**src/rtl/inst_mem_prog.sv**
```systemverilog
// ---------------------------------------------------------------------------
// inst_mem_prog
//   Instruction memory for the fetch stage. Registered reads with a
//   req/valid handshake, a run-time programming port, and a sticky lock
//   that write-protects the array until the next reset. Reset reloads a
//   marker pattern (word i = 1 when i % MARK_PERIOD == MARK_PERIOD-1),
//   so the fetch stage always sees a defined program.
//
// Ports
//   clk, rst_n          clock (rising edge), async active-low reset
//   fetch_req/addr      read request and address, sampled each edge
//   fetch_valid         read result valid (1-cycle latency, pipelined)
//   fetch_data          read word; holds its value when no request
//   fetch_err           address was >= DEPTH (data forced to 0)
//   prog_en/addr/data   write strobe, address and data
//   prog_lock           sets the sticky lock
//   locked              current lock state
//   prog_err            one-cycle pulse for a rejected write
// ---------------------------------------------------------------------------
module inst_mem_prog #(
    parameter int ADDR_W      = 4,
    parameter int DEPTH       = 16,
    parameter int DATA_W      = 8,
    parameter int MARK_PERIOD = 4
) (
    input  logic              clk,
    input  logic              rst_n,
    input  logic              fetch_req,
    input  logic [ADDR_W-1:0] fetch_addr,
    output logic              fetch_valid,
    output logic [DATA_W-1:0] fetch_data,
    output logic              fetch_err,
    input  logic              prog_en,
    input  logic [ADDR_W-1:0] prog_addr,
    input  logic [DATA_W-1:0] prog_data,
    input  logic              prog_lock,
    output logic              locked,
    output logic              prog_err
);

    // One extra bit so DEPTH == 2**ADDR_W is representable.
    localparam logic [ADDR_W:0] DEPTH_X = (ADDR_W+1)'(DEPTH);

    function automatic logic [DATA_W-1:0] mark_word(input int idx);
        return ((idx % MARK_PERIOD) == (MARK_PERIOD - 1)) ? DATA_W'(1) : '0;
    endfunction

    logic [DATA_W-1:0] mem_q [DEPTH];
    logic [DATA_W-1:0] mem_d [DEPTH];

    logic              fetch_valid_q, fetch_valid_d;
    logic [DATA_W-1:0] fetch_data_q,  fetch_data_d;
    logic              fetch_err_q,   fetch_err_d;
    logic              locked_q,      locked_d;
    logic              prog_err_q,    prog_err_d;

    logic              fetch_in_range;
    logic              prog_in_range;
    logic              write_ok;
    logic [DATA_W-1:0] rd_word;

    assign fetch_in_range = ({1'b0, fetch_addr} < DEPTH_X);
    assign prog_in_range  = ({1'b0, prog_addr}  < DEPTH_X);
    // Lock is checked against the registered state, so a write on the same
    // edge that raises prog_lock still lands.
    assign write_ok       = prog_en && !locked_q && prog_in_range;

    // Read mux over the old array contents: a same-edge write to the same
    // address is not visible to this read.
    always_comb begin
        rd_word = '0;
        for (int i = 0; i < DEPTH; i++) begin
            if (fetch_addr == ADDR_W'(i)) begin
                rd_word = mem_q[i];
            end
        end
    end

    always_comb begin
        for (int i = 0; i < DEPTH; i++) begin
            mem_d[i] = mem_q[i];
            if (write_ok && (prog_addr == ADDR_W'(i))) begin
                mem_d[i] = prog_data;
            end
        end
    end

    always_comb begin
        fetch_valid_d = fetch_req;
        fetch_data_d  = fetch_data_q;
        fetch_err_d   = 1'b0;
        if (fetch_req) begin
            fetch_data_d = fetch_in_range ? rd_word : '0;
            fetch_err_d  = !fetch_in_range;
        end
        locked_d   = locked_q | prog_lock;
        prog_err_d = prog_en && !write_ok;
    end

    always_ff @(posedge clk or negedge rst_n) begin
        if (!rst_n) begin
            for (int i = 0; i < DEPTH; i++) begin
                mem_q[i] <= mark_word(i);
            end
            fetch_valid_q <= 1'b0;
            fetch_data_q  <= '0;
            fetch_err_q   <= 1'b0;
            locked_q      <= 1'b0;
            prog_err_q    <= 1'b0;
        end else begin
            for (int i = 0; i < DEPTH; i++) begin
                mem_q[i] <= mem_d[i];
            end
            fetch_valid_q <= fetch_valid_d;
            fetch_data_q  <= fetch_data_d;
            fetch_err_q   <= fetch_err_d;
            locked_q      <= locked_d;
            prog_err_q    <= prog_err_d;
        end
    end

    assign fetch_valid = fetch_valid_q;
    assign fetch_data  = fetch_data_q;
    assign fetch_err   = fetch_err_q;
    assign locked      = locked_q;
    assign prog_err    = prog_err_q;

endmodule

```
**config.mk**
```make
export PLATFORM = sky130hd
export DESIGN_NAME = inst_mem_prog
export DESIGN_NICKNAME = d
export VERILOG_FILES = /design/src/rtl/inst_mem_prog.sv
export SDC_FILE = /design/constraint.sdc
export NUM_CORES = 1
export LEC_CHECK = 0
export BUFFER_PORTS_ARGS = -buffer_cell sky130_fd_sc_hd__buf_2
export CAP_MARGIN = 0
export CORE_UTILIZATION = 60
export DETAILED_ROUTE_END_ITERATION = 8
export GPL_ROUTABILITY_DRIVEN = 0
export GPL_TIMING_DRIVEN = 0
export HOLD_SLACK_MARGIN = 0.15
export PLACE_DENSITY_LB_ADDON = 0.2
export SLEW_MARGIN = 5
export SYNTH_ARGS = -nofsm -noshare
export SYNTH_HDL_FRONTEND = slang
export SYNTH_SLANG_ARGS = --single-unit
```
**constraint.sdc**
```tcl
create_clock -name clk -period 1.9 [get_ports clk]
set_input_delay 0.095 -clock clk [delete_from_list [all_inputs] [get_ports clk]]
set_output_delay 0.095 -clock clk [all_outputs]
set_load 0.005 [all_outputs]
```
# After elaboration in Yosys (flattened, before gate mapping)
# Cells that the tools add are included.
# word_totals
register_bits,139
out_inout_bits,12
word_cells,89
# classes
n_eq_ne,30
mux,16
n_bitwise,1
n_reduce_logical,22
# ops
cell,n
$mux 8,16
$eq 4x4->1 const B,16
$eq 4x3->1 const B,8
$logic_and 1x1->1,18
$eq 4x2->1 const B,4
$eq 4x1->1 const B,2
$logic_not 4->1,2
$logic_not 1->1,2
$or 1x1->1,1

# Depth between registers and ports, before layout
# Gate-level depths: netlist of the first run.
# logic_depth
ltp_word,17
mapped_depth,8
depth_no_buf,5

# Least setup slack after synthesis of the first run
# Ideal clock, no wire load.
# synth_timing
kind,flip-flop to flip-flop
start,reg locked_q (netlist: locked)
end,reg mem_q[16] (netlist name)
t_arrival_ns,1.523
path_slack_ns,0.252
path_stages_with_launch,5
path_cell_list,dfrtp_1 > and2b_1 > nand3_2 > nor3b_4 > mux2_2
# synth_via
elab_chain_len,3
# synth_rtl
element,line,text
start: declaration,54,"logic locked_q, locked_d;"
start signal: assignment,117,locked_q <= locked_d;
$logic_not 1->1,66,assign write_ok = prog_en && !locked_q && prog_in_range;
$logic_and 1x1->1,66,
$logic_and 1x1->1,82,if (write_ok && (prog_addr == ADDR_W'(i))) begin
end signal: indexed assignment,103,mem_q[i] <= mark_word(i);
end signal: indexed assignment,112,mem_q[i] <= mem_d[i];
end: declaration,48,logic [DATA_W-1:0] mem_q [DEPTH];
# Every way passes these cells.
# A chain may end at the register's enable or synchronous reset.

# Worst setup path in the final report of the first run
# layout_timing
start,reg locked_q (netlist: locked)
end,reg mem_q[85] (netlist name)
# Same word-level chain as after synthesis.

==> flow_summary.yaml, run 1 <==
sta:
  whs_ns: 0.239
  fin_tns_setup_ns: -0.624
  period_share: 1.03
  relSlewSlack: 0.548
  skew_ns: 0.00480
  fin_ws_ns: -0.0557
  rsz0062_at_grt: "yes"
  drv_slew: 0
  setup_viol: 26
  hold_violations: 0
  max_freq_mhz: 511
  period_needed_ns: 1.96
  tightest_slew_ns: 0.673
route:
  wire_per_inst_um: 22.2
  drtIter0Drc: 273
  vias_per_cell: 6.36
  drc_errors: 0
  wl_um: 16400
  vias: 4689
  dr.pass1.iters: 4
  antenna_left: 0
final_layout:
  final_cell_mix: "mux2_2, dfrtp_1, buf_2"
  post-route-util: 0.735
  final_common_cell: "mux2_2"
  final_nets: 611
  postLayoutCellArea_um2: 7680
  final_cells: 737
  num_antenna_cells: 0
  drive_gt1_frac: 0.381
  nFillCells: 697
  area_delta_synth_final_pct: 16.7
synth:
  yosysTopAreaCell: "dfrtp_1"
  synth-main-ff-cell: "dfrtp_1"
  synth.yosys.seq_area_share: 0.529
  yosysWarnings: 0
  synth_edf_count: 0
  ys_ff_latch: 139
  syn_inst: 521
  yosysTopAreaCellShare: 0.513
  async_reset_ff_frac: 1.00
  syn_nets: 542
  yosys-top-cells-area: "dfrtp_1, mux2_2, mux2i_1"
  synth_cell_types: 55
  syn_area_um2: 6590
  syn_area_per_cell_um2: 12.6
worst_setup_path:
  startpoint_type: "register"
  critical_path_class: "reg -> reg"
  critPathCaptureType: "register"
  crit_required_ns: 2.32
  worstPathArrival_ns: 2.37
  worstPathMaxFanout: 8
cts:
  clock_sinks: 139
  root_buffer: "clkbuf_8"
  insertion_delay_ns: 0.53
  clockBufferDepth: 2
  htreeDepth: 4
  cts_tree: "built"
  path_clk_slew_ns: 0.06
  cts_buffers: 17
placement:
  io_buffer_count: 29
  pre_cts_slack_ns: 0.0106
  dpl.cell_count: 687
  hpwl_um: 10900
  dpl_cell_area_um2: 6940
run:
  drv_cap: 0
outcome:
  status: "finished with violations"
  violations: "setup timing"
pwr:
  p_int_mw: 5.06
  switching_share: 0.229
  p_sw_mw: 1.50
  comb_power_share: 0.083
  irDropWorstVdd_mv: 0.600
  cellPowerDensity_nw_per_um2: 853
  leakagePower_nw: 3.69
  seqPwrFrac: 0.471
  p_clk_frac: 0.446
  p_total_mw: 6.56
grt:
  grt_usage: 0.313
  grt_pass1_wl_um: 26100
  grt_pass1_vias: 4711
  overflow: 0
  grt_antenna_before_repair: 0
  grt_max_degree: 81
die:
  io_pins: 33
  rows: 37
  initial_core_util: 0.630
  core_area_um2: 10500
  fp.dieH_um: 107
  die_x_um: 107
  dieArea_um2: 11400
worst_hold_path:
  hold_path_class: "in -> reg"
cell families after synthesis:
kind of cell | after synthesis | share of synthesized area
flops | 139 | 0.529
buf+inv | 41 | 0.0293
other cells | 1 | 0.000569
compound gates | 86 | 0.0876
simple gates | 95 | 0.0819
mux | 159 | 0.272
per-layer routing:
layer / GRT usage / part of all wire / vias up
li1: - / - / 2050
met1: 0.423 / 0.44 / 2433
met2: 0.481 / 0.47 / 172
met3: 0.0845 / 0.069 / 34
met4: 0.125 / 0.028 / 0
met5: 0 / 0 / -
worst paths after layout:
| check | startpoint | end | slack (ns) | cells past startpoint |
|---|---|---|---|---|
| worst min register to register | fetch_data[4] | fetch_data[4] | 0.49 | 1 |
| worst max register to register | locked | mem_q[85] | -0.06 | 4 |
| worst max-delay path | locked | mem_q[85] | -0.06 | 4 |
| worst min-delay path | fetch_addr[0] | fetch_data[2] | 0.24 | 6 |
| min in group asynchronous | rst_n | mem_q[12] | 0.67 | 3 |
| max in group asynchronous | rst_n | mem_q[96] | 0.42 | 4 |
synthesized netlist by cell type (2+ instances only):
cell type    n
buf_4        4
and2_1       2
o311ai_0     2
mux2_1       2
a31oi_1      2
buf_2       12
mux2i_1     18
dfrtp_1    135
a22oi_1      2
nor3b_4      2
a22o_1       2
nand4_1      2
o221ai_1    12
nand2_1     36
clkbuf_1    14
nand2b_1     4
inv_1        8
a32oi_1      5
mux4_2       2
a21oi_1     16
a211oi_1     2
a21boi_0     3
a2bb2oi_1    3
nand3b_1     4
nand3_1      9
nor2b_1      9
nor3_1       4
o22ai_1      3
o2bb2ai_1    4
dfstp_2      4
o21ai_0     27
nor2_1       7
mux2_2     137
nand4b_1     2
power groups by stage:
stage | clock network, mW | registers (mW) | logic (mW)
finish | 2.93 | 3.09 | 0.544
global route | 3.08 | 3.09 | 0.592
CTS | 2.96 | 3.09 | 0.541
detailed placement | 0 | 3.14 | 0.508
global placement | 0 | 3.13 | 0.483
floorplan | 0 | 3.13 | 0.276
critical path: stages, from the launching register on:
cell and delay (ns):
dfrtp_1 0.41, nand2b_1 0.23, nor3b_2 0.36, nand2_1 0.42, mux2_2 0.41
area by class of cell:
cell class,instances,area (µm²),share of cell area
clock buffer,29,519,0.0676
timing repair buffer,50,397,0.0516
inverter,9,33.8,0.00440
tap,136,170,0.0221
sequential,139,3480,0.453
clock inverter,1,5.00,0.000651
buffer,32,161,0.0210
multi-input combinational,341,2920,0.379
what timing repair did:
action,in CTS,in global routing
endpoints found under the hold margin,198,0
gates cloned,0,0
pin swaps,0,2
gates resized for setup,2,1
setup endpoints to repair,15,89
hold buffers,17,0
setup buffers,0,3
state kept, by name (all words and copies together), names as in the netlist:
name / count
fetch_data: 8
fetch_valid: 1
locked: 1
mem_q: 128
prog_err: 1
(Power assumes the default switching activity.)
==> run 2: changes to the inputs <==
CORE_UTILIZATION = 55   (was 60)
clock period = 1.7 ns   (was 1.9 ns; I/O delays follow)
==> flow_summary.yaml, run 2 (synthesis gave the netlist of run 1 again) <==
outcome:
  status: "finished with violations"
  violations: "DRC, setup timing"
route:
  vias_per_cell: 6.22
  vias: 4644
  wire_per_inst_um: 22.6
  antenna_left: 0
  drtIter0Drc: 357
  wl_um: 16900
  dr.pass1.iters: 7
  drc_errors: 9
sta:
  rsz0062_at_grt: "yes"
  fin_ws_ns: -0.0336
  max_freq_mhz: 577
  fin_tns_setup_ns: -0.293
  tightest_slew_ns: 0.643
  period_needed_ns: 1.73
  drv_slew: 0
  whs_ns: 0.229
  setup_viol: 13
  skew_ns: 0.00699
  period_share: 1.02
  relSlewSlack: 0.570
  hold_violations: 0
die:
  core_area_um2: 11600
  rows: 39
  initial_core_util: 0.570
  io_pins: 33
  die_x_um: 111
  dieArea_um2: 12400
  fp.dieH_um: 111
grt:
  grt_antenna_before_repair: 0
  grt_pass1_wl_um: 26700
  grt_pass1_vias: 4786
  grt_max_degree: 76
  grt_usage: 0.290
  overflow: 0
cts:
  clock_sinks: 139
  htreeDepth: 4
  insertion_delay_ns: 0.42
  clockBufferDepth: 2
  cts_tree: "built"
  path_clk_slew_ns: 0.06
  root_buffer: "clkbuf_16"
  cts_buffers: 17
worst_setup_path:
  r2r-end: "mem_q[21]"
  worstPathArrival_ns: 2.03
  critical_path_class: "reg -> reg"
  worstPathMaxFanout: 7
  startpoint: "locked"
  critPathMaxStageDelay_ns: 0.41
  crit_required_ns: 2.00
  r2r_start: "locked"
  reg2reg_depth: 5
  cpMaxStageDelayCell: "dfrtp_1"
  critPathCaptureType: "register"
  crit_chain: "and2b_2 > nand3_4 > nor3b_4 > buf_12 > mux2_4"
  reg2reg_slack_ns: -0.03
  startpoint_type: "register"
final_layout:
  regMostFlops: "mem_q"
  post-route-util: 0.691
  final_cell_mix: "dfrtp_1, mux2_2, buf_2"
  final_cells: 747
  area_delta_synth_final_pct: 21.4
  final_common_cell: "dfrtp_1"
  drive_gt1_frac: 0.425
  largest_register_ff_count: 128
  final_nets: 612
  num_antenna_cells: 0
  nFillCells: 800
placement:
  hpwl_um: 10900
  io_buffer_count: 29
  dpl.cell_count: 694
pwr:
  cellPowerDensity_nw_per_um2: 1000
  irDropWorstVdd_mv: 0.839
  leakagePower_nw: 3.86
worst_hold_path:
  hold_path_class: "in -> async"
run:
  drv_cap: 0
## run 2: changes by cell type in the layout (fill, tap and decap cells not counted), sizes merged
cell,change
dlygate4sd3,-5
inv,+1
bufinv,+4
clkinvlp,+4
clkinv,+4
buf,+6
clkbuf,-11
## run 2: what timing repair did
item | in CTS | in global routing
buffers inserted | 8 | 2
pin swaps | 4 | 3
endpoints found under the setup margin | 124 | 109
resized for setup | 16 | 40
hold buffers | 12 | 0
endpoints found under the hold margin | 119 | 0
## run 2: cell type report
class	instances	area, µm²	share of cell area
inverter	9	33.8	0.00423
sequential	139	3480	0.436
timing repair buffer	52	410	0.0513
clock inverter	14	195	0.0244
buffer	31	160	0.0200
multi-input combinational	341	3090	0.387
clock buffer	18	439	0.0549
tap	143	179	0.0224
## run 2: worst max-delay path by stage
stage | slack, ns | cells after the start | end
final | -0.03 | 5 | mem_q[21]
after global routing | -0.07 | 5 | mem_q[21]
after CTS | -0.08 | 5 | mem_q[48]
after detailed placement | -0.28 | 4 | mem_q[124]
after global placement | -1.29 | 1 | mem_q[127]
after floorplan | 0.05 | 4 | mem_q[16]
## run 2: metal layers
layer	routed length [µm]	up-vias	GRT usage
li1	-	2048	-
met1	7350	2386	0.387
met2	7900	181	0.453
met3	1180	29	0.0789
met4	442	0	0.118
met5	0	-	0
## run 2: metrics by stage
step / instance area (µm²) / setup WS (ns) / power, mW
after detailed placement: 6940 / -0.276 / 4.07
final: 8000 / -0.0336 / 8.00
after global placement: 6910 / -1.29 / 4.05
after floorplan: 6590 / 0.0524 / 3.81
after CTS: 7840 / -0.0797 / 8.03
after global routing: 8000 / -0.0725 / 8.25
## run 2: worst max-delay path, delay by kind of cell, from the launching register on
family / cells / cell delay, ns
and+or+nand+nor: 3 / 0.73
DFF: 1 / 0.41
muxes: 1 / 0.30
buffers and inverters: 1 / 0.17
## run 2: report_power, final
| group | switching [mW] | internal [mW] |
|---|---|---|
| Clock | 1.44 | 2.50 |
| Combinational | 0.374 | 0.240 |
| Sequential | 0.0486 | 3.40 |
